### config.mk
export PLATFORM = sky130hd
export DESIGN_NAME = sqrt_unit_arbiter_flat
export DESIGN_NICKNAME = d
export VERILOG_FILES = /design/src/rtl/sqrt_unit_arbiter_pkg.sv /design/src/rtl/sqrt_unit_arbiter_if.sv /design/src/rtl/sqrt_unit_arbiter_rr_pick.sv /design/src/rtl/sqrt_unit_arbiter.sv /design/src/flat_wrapper.sv
export SDC_FILE = /design/constraint.sdc
export NUM_CORES = 1
export LEC_CHECK = 0
export ABC_AREA = 1
export ABC_CLOCK_PERIOD_IN_PS = 1750
export BUFFER_PORTS_ARGS = -buffer_cell sky130_fd_sc_hd__buf_2
export CORE_MARGIN = 2
export CORE_UTILIZATION = 31
export CTS_BUF_LIST = sky130_fd_sc_hd__clkbuf_4 sky130_fd_sc_hd__clkbuf_8 sky130_fd_sc_hd__clkbuf_16
export CTS_CLUSTER_DIAMETER = 30
export CTS_CLUSTER_SIZE = 10
export DETAILED_ROUTE_END_ITERATION = 8
export MAX_ROUTING_LAYER = met4
export PLACE_DENSITY = 0.67
export SKIP_LAST_GASP = 1
export SYNTH_ARGS = -nofsm -noshare
export SYNTH_HDL_FRONTEND = slang
export SYNTH_HIERARCHICAL = 1
export SYNTH_SLANG_ARGS = --single-unit
### constraint.sdc
create_clock -name clk -period 1.75 [get_ports clk]
set_input_delay 0.175 -clock clk [delete_from_list [all_inputs] [get_ports clk]]
set_output_delay 0.175 -clock clk [all_outputs]
set_load 0.01 [all_outputs]
### src/rtl/sqrt_unit_arbiter_pkg.sv
// sqrt_unit_arbiter_pkg: shared widths, defaults and FSM state type for the sqrt arbiter
package sqrt_unit_arbiter_pkg;
  localparam int LAMP_FLOAT_F_DW = 7;
  localparam int SIG_W = 1 + LAMP_FLOAT_F_DW;
  localparam int RES_W = 2 * SIG_W;
  localparam int SQRT_ARB_TIMEOUT_DEF = 64;
  typedef enum logic [1:0] {ARB_IDLE, ARB_ISSUE, ARB_WAIT, ARB_RESP} sqrt_arb_state_t;
endpackage

### src/rtl/sqrt_unit_arbiter_if.sv
// sqrt_unit_arbiter_if: requester and datapath signals between the arbiter and its neighbours
interface sqrt_unit_arbiter_if #(parameter int NUM_REQ = 4);
  import sqrt_unit_arbiter_pkg::*;
  logic [NUM_REQ-1:0]       req_valid_i;
  logic [NUM_REQ*SIG_W-1:0] req_sig_i;
  logic [NUM_REQ-1:0]       req_ready_o;
  logic [NUM_REQ-1:0]       rsp_valid_o;
  logic [RES_W-1:0]         rsp_res_o;
  logic                     rsp_err_o;
  logic                     sqrt_do_o;
  logic [SIG_W-1:0]         sqrt_s_o;
  logic                     sqrt_valid_i;
  logic [RES_W-1:0]         sqrt_res_i;
  modport slave (
    input  req_valid_i, req_sig_i, sqrt_valid_i, sqrt_res_i,
    output req_ready_o, rsp_valid_o, rsp_res_o, rsp_err_o, sqrt_do_o, sqrt_s_o
  );
  modport master (
    output req_valid_i, req_sig_i, sqrt_valid_i, sqrt_res_i,
    input  req_ready_o, rsp_valid_o, rsp_res_o, rsp_err_o, sqrt_do_o, sqrt_s_o
  );
endinterface

### src/rtl/sqrt_unit_arbiter_rr_pick.sv
// rr_priority_pick: first set request at or above ptr, wrapping around
module rr_priority_pick #(
  parameter  int N  = 4,
  localparam int IW = $clog2(N)
) (
  input  logic [N-1:0]  i_req,
  input  logic [IW-1:0] i_ptr,
  output logic [N-1:0]  o_gnt_onehot,
  output logic [IW-1:0] o_gnt_idx,
  output logic          o_any
);
  logic [IW-1:0] w_idx;
  // scan from the farthest offset down so the nearest request to ptr wins
  always_comb begin
    o_gnt_idx = '0;
    o_any = 1'b0;
    w_idx = '0;
    for (int k = N - 1; k >= 0; k--) begin
      w_idx = IW'((int'(i_ptr) + k) % N);
      if (i_req[w_idx]) begin
        o_gnt_idx = w_idx;
        o_any = 1'b1;
      end
    end
    o_gnt_onehot = o_any ? N'(1) << o_gnt_idx : '0;
  end
endmodule

### src/rtl/sqrt_unit_arbiter.sv
// sqrt_unit_arbiter: round-robin sharing of one sqrt datapath with a watchdog on each launch
module sqrt_unit_arbiter
  import sqrt_unit_arbiter_pkg::*;
#(
  parameter int NUM_REQ     = 4,
  parameter int TIMEOUT_CYC = SQRT_ARB_TIMEOUT_DEF
) (
  input  logic                   clk,
  input  logic                   rst,
  sqrt_unit_arbiter_if.slave     arb,
  output logic                   busy_o
);
  localparam int IW = $clog2(NUM_REQ);
  localparam int WW = $clog2(TIMEOUT_CYC);
  sqrt_arb_state_t    r_state, w_next;
  logic [IW-1:0]      r_gnt, r_ptr, w_idx;
  logic [NUM_REQ-1:0] w_onehot;
  logic               w_any, w_expire;
  logic [SIG_W-1:0]   r_sig;
  logic [RES_W-1:0]   r_res;
  logic               r_err;
  logic [WW-1:0]      r_wd;

  assign w_expire = r_wd == WW'(TIMEOUT_CYC - 1);

  rr_priority_pick #(.N(NUM_REQ)) u_pick (
    .i_req       (arb.req_valid_i),
    .i_ptr       (r_ptr),
    .o_gnt_onehot(w_onehot),
    .o_gnt_idx   (w_idx),
    .o_any       (w_any)
  );

  // state register
  always_ff @(posedge clk or negedge rst)
    if (!rst) r_state <= ARB_IDLE;
    else r_state <= w_next;

  // next state and outputs; ready is masked during reset so every output reads 0
  always_comb begin
    w_next = r_state;
    case (r_state)
      ARB_IDLE:  w_next = w_any ? ARB_ISSUE : ARB_IDLE;
      ARB_ISSUE: w_next = ARB_WAIT;
      ARB_WAIT:  w_next = (arb.sqrt_valid_i || w_expire) ? ARB_RESP : ARB_WAIT;
      default:   w_next = ARB_IDLE;
    endcase
    arb.req_ready_o = (rst && r_state == ARB_IDLE) ? w_onehot : '0;
    arb.sqrt_do_o = r_state == ARB_ISSUE;
    arb.sqrt_s_o = (r_state == ARB_ISSUE || r_state == ARB_WAIT) ? r_sig : '0;
    arb.rsp_valid_o = (r_state == ARB_RESP) ? NUM_REQ'(1) << r_gnt : '0;
    arb.rsp_res_o = (r_state == ARB_RESP) ? r_res : '0;
    arb.rsp_err_o = (r_state == ARB_RESP) && r_err;
    busy_o = r_state != ARB_IDLE;
  end

  // grant/operand capture, watchdog, result capture and pointer advance
  always_ff @(posedge clk or negedge rst) begin
    if (!rst) begin
      r_gnt <= '0;
      r_ptr <= '0;
      r_sig <= '0;
      r_res <= '0;
      r_err <= 1'b0;
      r_wd  <= '0;
    end else begin
      if (r_state == ARB_IDLE && w_any) begin
        r_gnt <= w_idx;
        r_sig <= arb.req_sig_i[w_idx*SIG_W +: SIG_W];
      end
      if (r_state == ARB_ISSUE) r_wd <= '0;
      if (r_state == ARB_WAIT) begin
        if (arb.sqrt_valid_i) begin
          r_res <= arb.sqrt_res_i;
          r_err <= 1'b0;
        end else if (w_expire) begin
          r_res <= '0;
          r_err <= 1'b1;
        end else r_wd <= r_wd + 1'b1;
      end
      if (r_state == ARB_RESP) r_ptr <= (r_gnt == IW'(NUM_REQ - 1)) ? '0 : r_gnt + 1'b1;
    end
  end
endmodule

### src/flat_wrapper.sv
// flat-port wrapper written by rule: the top's interface ports become plain ports
module sqrt_unit_arbiter_flat import sqrt_unit_arbiter_pkg::*;
#(
  parameter int NUM_REQ     = 4,
  parameter int TIMEOUT_CYC = SQRT_ARB_TIMEOUT_DEF
)
  (clk, rst, busy_o, arb_req_valid_i, arb_req_sig_i, arb_sqrt_valid_i, arb_sqrt_res_i, arb_req_ready_o, arb_rsp_valid_o, arb_rsp_res_o, arb_rsp_err_o, arb_sqrt_do_o, arb_sqrt_s_o);
  sqrt_unit_arbiter_if #(.NUM_REQ(NUM_REQ)) arb_i ();
  input  logic clk;
  input  logic rst;
  output logic busy_o;
  input wire logic [$bits(arb_i.req_valid_i)-1:0] arb_req_valid_i;
  input wire logic [$bits(arb_i.req_sig_i)-1:0] arb_req_sig_i;
  input wire logic [$bits(arb_i.sqrt_valid_i)-1:0] arb_sqrt_valid_i;
  input wire logic [$bits(arb_i.sqrt_res_i)-1:0] arb_sqrt_res_i;
  output wire logic [$bits(arb_i.req_ready_o)-1:0] arb_req_ready_o;
  output wire logic [$bits(arb_i.rsp_valid_o)-1:0] arb_rsp_valid_o;
  output wire logic [$bits(arb_i.rsp_res_o)-1:0] arb_rsp_res_o;
  output wire logic [$bits(arb_i.rsp_err_o)-1:0] arb_rsp_err_o;
  output wire logic [$bits(arb_i.sqrt_do_o)-1:0] arb_sqrt_do_o;
  output wire logic [$bits(arb_i.sqrt_s_o)-1:0] arb_sqrt_s_o;
  assign arb_i.req_valid_i = arb_req_valid_i;
  assign arb_i.req_sig_i = arb_req_sig_i;
  assign arb_i.sqrt_valid_i = arb_sqrt_valid_i;
  assign arb_i.sqrt_res_i = arb_sqrt_res_i;
  assign arb_req_ready_o = arb_i.req_ready_o;
  assign arb_rsp_valid_o = arb_i.rsp_valid_o;
  assign arb_rsp_res_o = arb_i.rsp_res_o;
  assign arb_rsp_err_o = arb_i.rsp_err_o;
  assign arb_sqrt_do_o = arb_i.sqrt_do_o;
  assign arb_sqrt_s_o = arb_i.sqrt_s_o;
  sqrt_unit_arbiter #(.NUM_REQ(NUM_REQ), .TIMEOUT_CYC(TIMEOUT_CYC)) u_core (.clk(clk), .rst(rst), .arb(arb_i), .busy_o(busy_o));
endmodule
==> results.md, run 1 <==
* Congestion Overflow GR at 0
* Max Cap Viol at 0
* Slew headroom at 67.5%
* CP max-delay cell: dfrtp_2
* Synth Instances at 387
* Lkg Pwr at 2.19 nW
* Die W at 94.9 microns
* Die height at 94.9 microns
* First-pass GRT wire length at 11000 microns
* FMAX at 0.476 GHz
* Most used cell along the critical path: nand2_2
* Yosys Warn Count at 6
* Period utilization at 120%
* Top-level port count at 90
* Post-layout util at 43.5%
* Distinct cells, synth at 28
* Net Switching at 3.09 mW
* Power share of the sequential group at 23.1%
* Slew @ Worst Pin at 0.487 ns
* CP Capture Type: output port
* Initial cell density of the core at 31.6%
* Worst skew pair latency at 0.29 ns
* Share of the synthesized area in the top cell type at 36.2%
* Layout cells sized above 1 at 37.1%
* Crit-path max FO at 6
* Switching Fraction at 47.0%
* HP Class: in -> reg
* Final nets at 560
* Final worst slack at -0.353 ns
* Min cycle time layout at 2.10 ns
* Antenna viol nets, final at 0
* Slew Viols, Final at 0
* DR WL/cell at 10.9 microns
* Synth area leaders: dfrtp_1 (36%), nand2_1 (24%), inv_1 (10%)
* Cell area after synthesis at 2560 sq um
* Vias per Instance at 4.35
* Crit path launch type: register
* Violation count after the first detailed-routing iteration at 60
* Final Hold Viols at 0
* CTS tree: built
* HPWL Detailed at 4830 microns
* Synthesized Nets at 451
* CTS root buffer: clkbuf_8
* Worst-path clk slew at 0.08 ns
* Place WS at -0.153 ns
* RePlAce Congestion at 0.837
* Crit Path Class: reg -> out
* Final cell count without fillers at 601
* # port buffers at 89
* Pin count of the biggest net entering global routing at 38
* FP Rows at 33
* Total clock sinks at 37
* PD cells at 1870 nW/um^2
* Arrival @ worst endpoint at 1.93 ns
* Setup TNS Final at -3.38 ns
* Internal power at 3.48 mW
* Worst clock skew at 0.0126 ns
* Core area at 8090 sq um
* Longest Clk Path Bufs at 2
* Initial antenna violation count at 0
* Inst Count DP at 587
* Number of setup violations in the final report at 12
* Total CTS buffers at 5
* H-tree levels at 2
* Area grow syn2layout at 37.5%
* DR DRC count at 0
* Leading cell type in the layout, fill and taps excluded: nand2_1
* Syn Area/Cell at 6.61 sq um
* RSZ-0062 raised after global routing: true
* Critical Path Max Stage Delay at 0.45 ns
* Worst Path Required at 1.57 ns
* Most area-hungry cell type in the Yosys netlist: dfrtp_1
* Comb pwr share at 68.1%
* VDD IR-drop max at 885 uV
* CP Cell Sequence: buf_4, nand2_2, nand2_4, nand2_2, nand2_1, o21ai_1, nand2_1, nand2_2, buf_4, inv_4, nor2_2, inv_1, nor2_1, buf_2
* Vias in the first global route at 2568
* Via count at 2616
* Clock power frac at 8.8%
* Routed WL at 6530 microns
* Synth Register Bits at 37
* Diode count at 0
* First-pass detailed-route iteration total at 4
* Status: complete, but fails checks
* Commonest cells after routing, fill and taps aside: nand2_1 (147), buf_2 (89), inv_1 (67)
* Failing checks: negative setup slack
* GRT Total Usage at 15.7%
* Seq/Total Area, Yosys at 36.2%
* Area of the die at 9000 sq um
## power by group through the flow
stage               registers, mW  logic, mW  clock network, mW
finish                       1.52       4.47              0.581
global route                 1.57       5.06              0.640
CTS                          1.52       4.11              0.610
detailed placement           1.52       3.72                  0
global placement             1.50       3.64                  0
floorplan                    1.45       2.62                  0
## critical path, delay by kind of cell (launching register included)
kind                   cells  cell delay, ns
AND/OR/NAND/NOR            8            0.58
AO/OA/AOI/OAI              1            0.13
flip-flops                 1            0.45
buffers and inverters      5            0.48
## state kept, by name, summed over array words and instances, names as in the netlist
register / count
u_core/r_res: 16
u_core/r_gnt: 2
u_core/r_sig: 8
u_core/r_err: 1
u_core/r_state: 2
u_core/r_ptr: 2
u_core/r_wd: 6
## metrics by stage
stage | area, sq um | hold slack [ns] | power (mW)
final | 3520 | 0.0846 | 6.57
after CTS | 3420 | 0.0752 | 6.24
after global placement | 3220 | 0.304 | 5.14
after detailed placement | 3220 | 0.296 | 5.24
after floorplan | 2580 | -0.121 | 4.07
after global routing | 3520 | 0.0896 | 7.26
## per-layer routing
layer  up-vias  part of all wire [%]  global-route usage (%)  wire length (microns)
li1       1370                     -                       -                      -
met1      1179                    45                    18.6                   2930
met2        63                    49                    27.3                   3210
met3         4                   5.6                    3.67                    365
met4         0                  0.52                    3.26                     34
met5         -                     0                       -                      0
## synth_stat cells (all sizes together)
library cell and instances:
buf 5, nand2 169, o211ai 8, nand3 34, ha 9, dfrtp 37, a31oi 1, inv 75
a21o 1, o21ai 8, clkinv 1, xnor2 1, or2 1, a21oi 2, nand4 2, nor2 28
clkbuf 5
## timing repair
action	4_1_cts	5_1_grt
hold buffers	1	0
gates resized for setup	33	19
setup endpoints to repair	12	23
buffers inserted	2	2
pin swaps	17	10
hold endpoints to repair	37	0
gates cloned	1	1
## path summary, 6_finish.rpt
path,from,endpoint,slack (ns),depth (start not counted)
setup reg to reg,u_core/r_ptr[0],u_core/r_sig[3],-0.29,16
hold reg to reg,u_core/r_sig[2],u_core/r_sig[2],0.49,2
hold / removal,arb_sqrt_res_i[4],u_core/r_res[4],0.08,3
max in group asynchronous,rst,u_core/r_ptr[0],0.87,3
min in group asynchronous,rst,u_core/r_sig[6],0.52,3
setup / recovery,u_core/r_ptr[0],arb_req_ready_o[2],-0.35,14
## logic make-up after synthesis
| logic type | count (synthesis) | share of synthesized area [%] |
|---|---|---|
| xor+xnor | 1 | 0.342 |
| simple gates | 234 | 40.2 |
| buf+inv | 86 | 13.2 |
| flops | 37 | 36.2 |
| fa+ha+maj | 9 | 4.40 |
| compound gates | 20 | 5.67 |
## cell type report
class                           count  area (sq um)
Fill cell                         843          4570
Multi-Input combinational cell    264          1410
Sequential cell                    37           928
Timing Repair Buffer              112           669
Inverter                           76           298
Tap cell                          105           131
Clock buffer                        6          76.3
Clock inverter                      1          8.76
No activity file was read; power rests on OpenSTA's default activity.
==> run 2, diff against run 1 <==
Settings changed: PLACE_DENSITY 0.67 to unset.
==> run 2 against run 1 <==
The run still ends with negative setup slack left. Via count grew 0.19%. Critical path depth shrank 2. Combinational power shrank 8.9%. Die area is the same. Maximum frequency shrank 1.5%. Clock skew shrank 0.0041 ns. Utilization shrank 0.87 points. Count of clock-buffer cells in the layout shrank 1. Final cell count shrank 0.33%.
==> results.md, run 2 (same netlist as run 1, synthesis figures left out) <==
* WL met3 at 347 microns
* Tot Pwr at 6.17 mW
* H-tree levels at 2
* VDD IR-drop max at 1020 uV
* Critical path startpoint: u_core/r_ptr[0]
* Worst Path Required at 1.57 ns
* Failing checks: negative setup slack
* HP Class: in -> reg
* Wire length on met1 at 3150 microns
* Area of the die at 9000 sq um
* Min-delay src: arb_sqrt_res_i[14]
* Worst-path clk slew at 0.08 ns
* Longest Clk Path Bufs at 2
* Period utilization at 122%
* Switching Fraction at 47.3%
* DR WL/cell at 10.8 microns
* FMAX at 0.469 GHz
* Core area at 8090 sq um
* Arrival @ worst endpoint at 1.96 ns
* Max Used Layer: met4
* Min cycle time layout at 2.13 ns
* First-pass GRT wire length at 10900 microns
* Setup TNS Final at -2.41 ns
* RePlAce Congestion at 0.869
* Worst clock skew at 0.00851 ns
* CTS root buffer: clkbuf_8
* Worst skew pair latency at 0.29 ns
* Pin count of the biggest net entering global routing at 38
* FP Rows at 33
* Diode count at 0
* RSZ-0062 raised after global routing: true
* First-pass detailed-route iteration total at 4
* Number of setup violations in the final report at 13
* Crit Path Class: reg -> out
* # port buffers at 89
* Slew headroom at 67.6%
* HPWL Detailed at 4950 microns
* PD cells at 1790 nW/um^2
* Worst hold path depth at 3
* Internal power at 3.25 mW
* Top reg by flops: u_core/r_res
* Total CTS buffers at 5
* Routed WL at 6480 microns
* Slew @ Worst Pin at 0.486 ns
* Clock power frac at 9.6%
* Lkg Pwr at 2.16 nW
* Crit-path max FO at 8
* Min Hold Slack at 0.0821 ns
* Max FFs per register at 16
* CTS tree: built
* Status: complete, but fails checks
* Worst r2r src: u_core/r_ptr[0]
* Layout cells sized above 1 at 34.6%
* DR DRC count at 0
* Via count at 2621
* Final Hold Viols at 0
* CP Capture Type: output port
* Die height at 94.9 microns
* R2R cell count at 16
* Initial cell density of the core at 31.6%
* Final worst slack at -0.384 ns
* Vias per Instance at 4.38
* Final nets at 557
* GRT Total Usage at 15.5%
* Vias in the first global route at 2485
* Met2 WL at 2960 microns
* Power share of the sequential group at 24.5%
* Violation count after the first detailed-routing iteration at 86
* Commonest cells after routing, fill and taps aside: nand2_1 (150), buf_2 (89), inv_1 (68)
* Top-level port count at 90
* Congestion Overflow GR at 0
* Total clock sinks at 37
* Net Switching at 2.92 mW
* Antenna viol nets, final at 0
* Leading cell type in the layout, fill and taps excluded: nand2_1
* Biggest regs: u_core/r_res (16), u_core/r_sig (8), u_core/r_wd (6)
* Crit path launch type: register
* Slew Viols, Final at 0
* Comb pwr share at 65.9%
* Initial antenna violation count at 0
* Area grow syn2layout at 34.8%
* Flop2flop setup slack at -0.14 ns
* Die W at 94.9 microns
* Max Cap Viol at 0
run 2: timing repair:
item	CTS	global route
endpoints found under the hold margin	37	0
hold buffers	1	0
buffers inserted	0	3
resized for setup	13	15
pin swaps	8	1
endpoints found under the setup margin	12	23
run 2: final timing paths:
path                                      end
max                        arb_req_ready_o[0]
min                          u_core/r_res[14]
max reg2reg                   u_core/r_sig[3]
min reg2reg                   u_core/r_sig[6]
max in group asynchronous     u_core/r_ptr[1]
min in group asynchronous     u_core/r_sig[5]
run 2: final cells by class:
cell class | count | area (sq um)
Fill cell | 875 | 4640
Clock buffer | 5 | 68.8
Sequential cell | 37 | 928
Tap cell | 105 | 131
Multi-Input combinational cell | 264 | 1370
Inverter | 76 | 294
Timing Repair Buffer | 109 | 639
Clock inverter | 3 | 17.5
run 2: power by group through the flow:
stage	sequential (mW)	clock (mW)	combinational (mW)
floorplan	1.45	0	2.62
global placement	1.50	0	3.76
detailed placement	1.51	0	3.80
CTS	1.51	0.611	3.90
global route	1.56	0.650	4.64
finish	1.51	0.591	4.07
run 2: metrics by stage:
step | util (%) | setup slack (ns) | std cells | instance area, sq um
after floorplan | - | -0.0707 | 387 | 2580
after global placement | 40.1 | -0.0978 | 587 | 3240
after detailed placement | 40.1 | -0.167 | 587 | 3240
after CTS | 41.7 | -0.326 | 596 | 3370
after global routing | 42.6 | -0.521 | 599 | 3450
final | 42.6 | -0.384 | 599 | 3450
run 2: routing by layer:
metal	GRT usage, %	vias up
met4	3.26	0
li1	-	1362
met3	3.11	2
met2	24.5	64
met5	-	-
met1	20.6	1193
run 2: critical path: stages, from the launching register on:
cell and delay, ns:
dfrtp_2 0.47, clkinv_4 0.12, nand2_2 0.05, nand2_2 0.08, nand2_2 0.07, buf_4 0.13, buf_4 0.12, a31oi_2 0.16
inv_2 0.11, nor2_2 0.11, inv_1 0.04, nor2_1 0.07, buf_2 0.13
==> run 3, diff against run 2 <==
--- a/config.mk
+++ b/config.mk
@@ -9,3 +9,3 @@
 export ABC_CLOCK_PERIOD_IN_PS = 1750
-export BUFFER_PORTS_ARGS = -buffer_cell sky130_fd_sc_hd__buf_2
+export BUFFER_PORTS_ARGS = -buffer_cell sky130_fd_sc_hd__buf_4
 export CORE_MARGIN = 2
--- a/constraint.sdc
+++ b/constraint.sdc
@@ -3,2 +3,2 @@
 set_output_delay 0.175 -clock clk [all_outputs]
-set_load 0.01 [all_outputs]
+set_load 0.02 [all_outputs]
==> run 3 against run 2 <==
The run still ends with negative setup slack left. Sequential share of layout area decreased by 1.9 points. First-iteration DRC count decreased by 2.3%. Flip-flop and latch count unchanged. Total power increased by 11%. Routed wire length increased by 2.0%. Clock skew increased by 0.0015 ns. Die area unchanged. Setup slack improved by 0.023 ns.
==> results.md, run 3 (same netlist as run 1, synthesis figures left out) <==
* Longest Clk Path Bufs at 2
* Worst-path clk slew at 0.08 ns
* Slew Viols, Final at 0
* First-pass GRT wire length at 11200 microns
* Worst r2r src: u_core/r_ptr[0]
* Die height at 94.9 microns
* Switching Fraction at 46.4%
* Worst reg2reg path endpoint: u_core/r_sig[4]
* Pin count of the biggest net entering global routing at 38
* Power share of the sequential group at 22.1%
* GRT Total Usage at 16.0%
* DR DRC count at 0
* Area of the die at 9000 sq um
* R2R cell count at 19
* Net Switching at 3.16 mW
* RSZ-0062 raised after global routing: true
* Commonest cells after routing, fill and taps aside: nand2_1 (151), buf_4 (110), inv_1 (67)
* Crit path launch type: register
* Failing checks: negative setup slack
* Worst skew pair latency at 0.28 ns
* Number of setup violations in the final report at 13
* Internal power at 3.66 mW
* H-tree levels at 2
* Final nets at 562
* Vias per Instance at 4.34
* CTS root buffer: clkbuf_8
* Min Hold Slack at 0.0878 ns
* CTS tree: built
* First-pass detailed-route iteration total at 4
* Crit Path Class: reg -> out
* Slew headroom at 67.4%
* Worst clock skew at 0.00998 ns
* Vias in the first global route at 2519
* DR WL/cell at 10.9 microns
* Final Hold Viols at 0
* Area grow syn2layout at 45.1%
* Period utilization at 121%
* Routed WL at 6610 microns
* Worst hold path depth at 3
* # port buffers at 89
* FP Rows at 33
* Min-delay src: arb_sqrt_res_i[14]
* Diode count at 0
* Crit-path max FO at 8
* Top reg by flops: u_core/r_res
* Die W at 94.9 microns
* Initial cell density of the core at 31.6%
* HP Class: in -> reg
* Via count at 2620
* Congestion Overflow GR at 0
* Flop2flop setup slack at -0.29 ns
* FMAX at 0.474 GHz
* CP Capture Type: output port
* Inst Count DP at 591
* RePlAce Congestion at 0.925
* Layout cells sized above 1 at 35.5%
* Clock power frac at 11.0%
* HPWL Detailed at 5110 microns
* Post-layout util at 45.9%
* PD cells at 1840 nW/um^2
* Antenna viol nets, final at 0
* Slew @ Worst Pin at 0.489 ns
* Top-level port count at 90
* Total clock sinks at 37
* Status: complete, but fails checks
* Lkg Pwr at 2.24 nW
* Hold EP: u_core/r_res[14]
* Worst Path Required at 1.57 ns
* Comb pwr share at 66.9%
* Violation count after the first detailed-routing iteration at 84
* Total CTS buffers at 5
* Leading cell type in the layout, fill and taps excluded: nand2_1
* Arrival @ worst endpoint at 1.94 ns
* Biggest regs: u_core/r_res (16), u_core/r_sig (8), u_core/r_wd (6)
* Max FFs per register at 16
* Final worst slack at -0.361 ns
* VDD IR-drop max at 889 uV
* Final cell count without fillers at 604
* Min cycle time layout at 2.11 ns
* Max Cap Viol at 0
* Initial antenna violation count at 0
* Core area at 8090 sq um
[run 3: cell count changes in the layout (fill, tap and decap cells not counted), moves of 2 or more]
cell,previous run,this run
o21ai_0,5,2
nor2_1,20,17
nor2_2,5,9
o21ai_1,1,4
clkinv_2,2,0
buf_2,89,0
buf_12,3,1
inv_4,0,3
clkinvlp_4,2,0
buf_4,15,110
[run 3: cell type report]
class                      count  area (sq um)
inverter                      76           293
sequential                    37           927
clock inverter                 2          38.8
timing repair buffer         114           878
multi-input combinational    264          1370
fill                         894          4380
tap                          105           131
clock buffer                   6          76.3
[run 3: metrics by stage]
step	setup slack, ns	power [mW]	TNS (ns)	area [sq um]
after global routing	-0.548	7.54	-6.12	3710
after detailed placement	-0.173	5.70	-1.52	3470
after global placement	-0.121	5.64	-0.842	3470
after CTS	-0.343	6.71	-3.01	3650
after floorplan	-0.0707	4.27	-0.196	2580
final	-0.361	6.82	-3.46	3710
[run 3: power by group through the flow]
| stage | combinational [mW] | clock, mW | sequential [mW] |
|---|---|---|---|
| after floorplan | 2.81 | 0 | 1.45 |
| after global placement | 4.15 | 0 | 1.49 |
| after detailed placement | 4.19 | 0 | 1.51 |
| after CTS | 4.43 | 0.779 | 1.50 |
| after global routing | 5.17 | 0.813 | 1.56 |
| final | 4.56 | 0.750 | 1.51 |
[run 3: worst max-delay path: stages (launching register included)]
cell	delay (ns)
dfrtp_2	0.48
inv_4	0.12
nand2_2	0.06
nand2_2	0.10
nand2_2	0.07
nand2_4	0.08
nor2_2	0.03
nor2_1	0.07
nand2_1	0.06
nand2_2	0.08
buf_4	0.10
nand2_2	0.04
nor2_2	0.07
inv_1	0.04
nor2_1	0.08
buf_4	0.15
[run 3: worst max path at each step]
stage                    startpoint                 end  cells after the start  slack, ns
global route        u_core/r_ptr[0]  arb_req_ready_o[0]                     15      -0.55
CTS                 u_core/r_ptr[0]  arb_req_ready_o[0]                     15      -0.34
finish              u_core/r_ptr[0]  arb_req_ready_o[0]                     15      -0.36
floorplan           u_core/r_ptr[0]     u_core/r_sig[6]                     16      -0.07
global placement    u_core/r_ptr[0]     u_core/r_sig[5]                     13      -0.12
detailed placement  u_core/r_ptr[0]     u_core/r_sig[5]                     13      -0.17
[run 3: repair_timing]
action	in CTS	in global routing
hold endpoints to repair	37	0
hold buffers	1	0
gates cloned	0	0
pin swaps	12	7
endpoints found under the setup margin	14	22
gates resized for setup	15	18
setup buffers	3	1
[run 3: metal layers]
metal,track usage [%],vias to the layer above,routed length [microns]
met5,-,-,0
met4,2.54,0,21
met3,2.79,2,301
met2,26.4,59,3120
met1,21.0,1186,3170
li1,-,1373,-
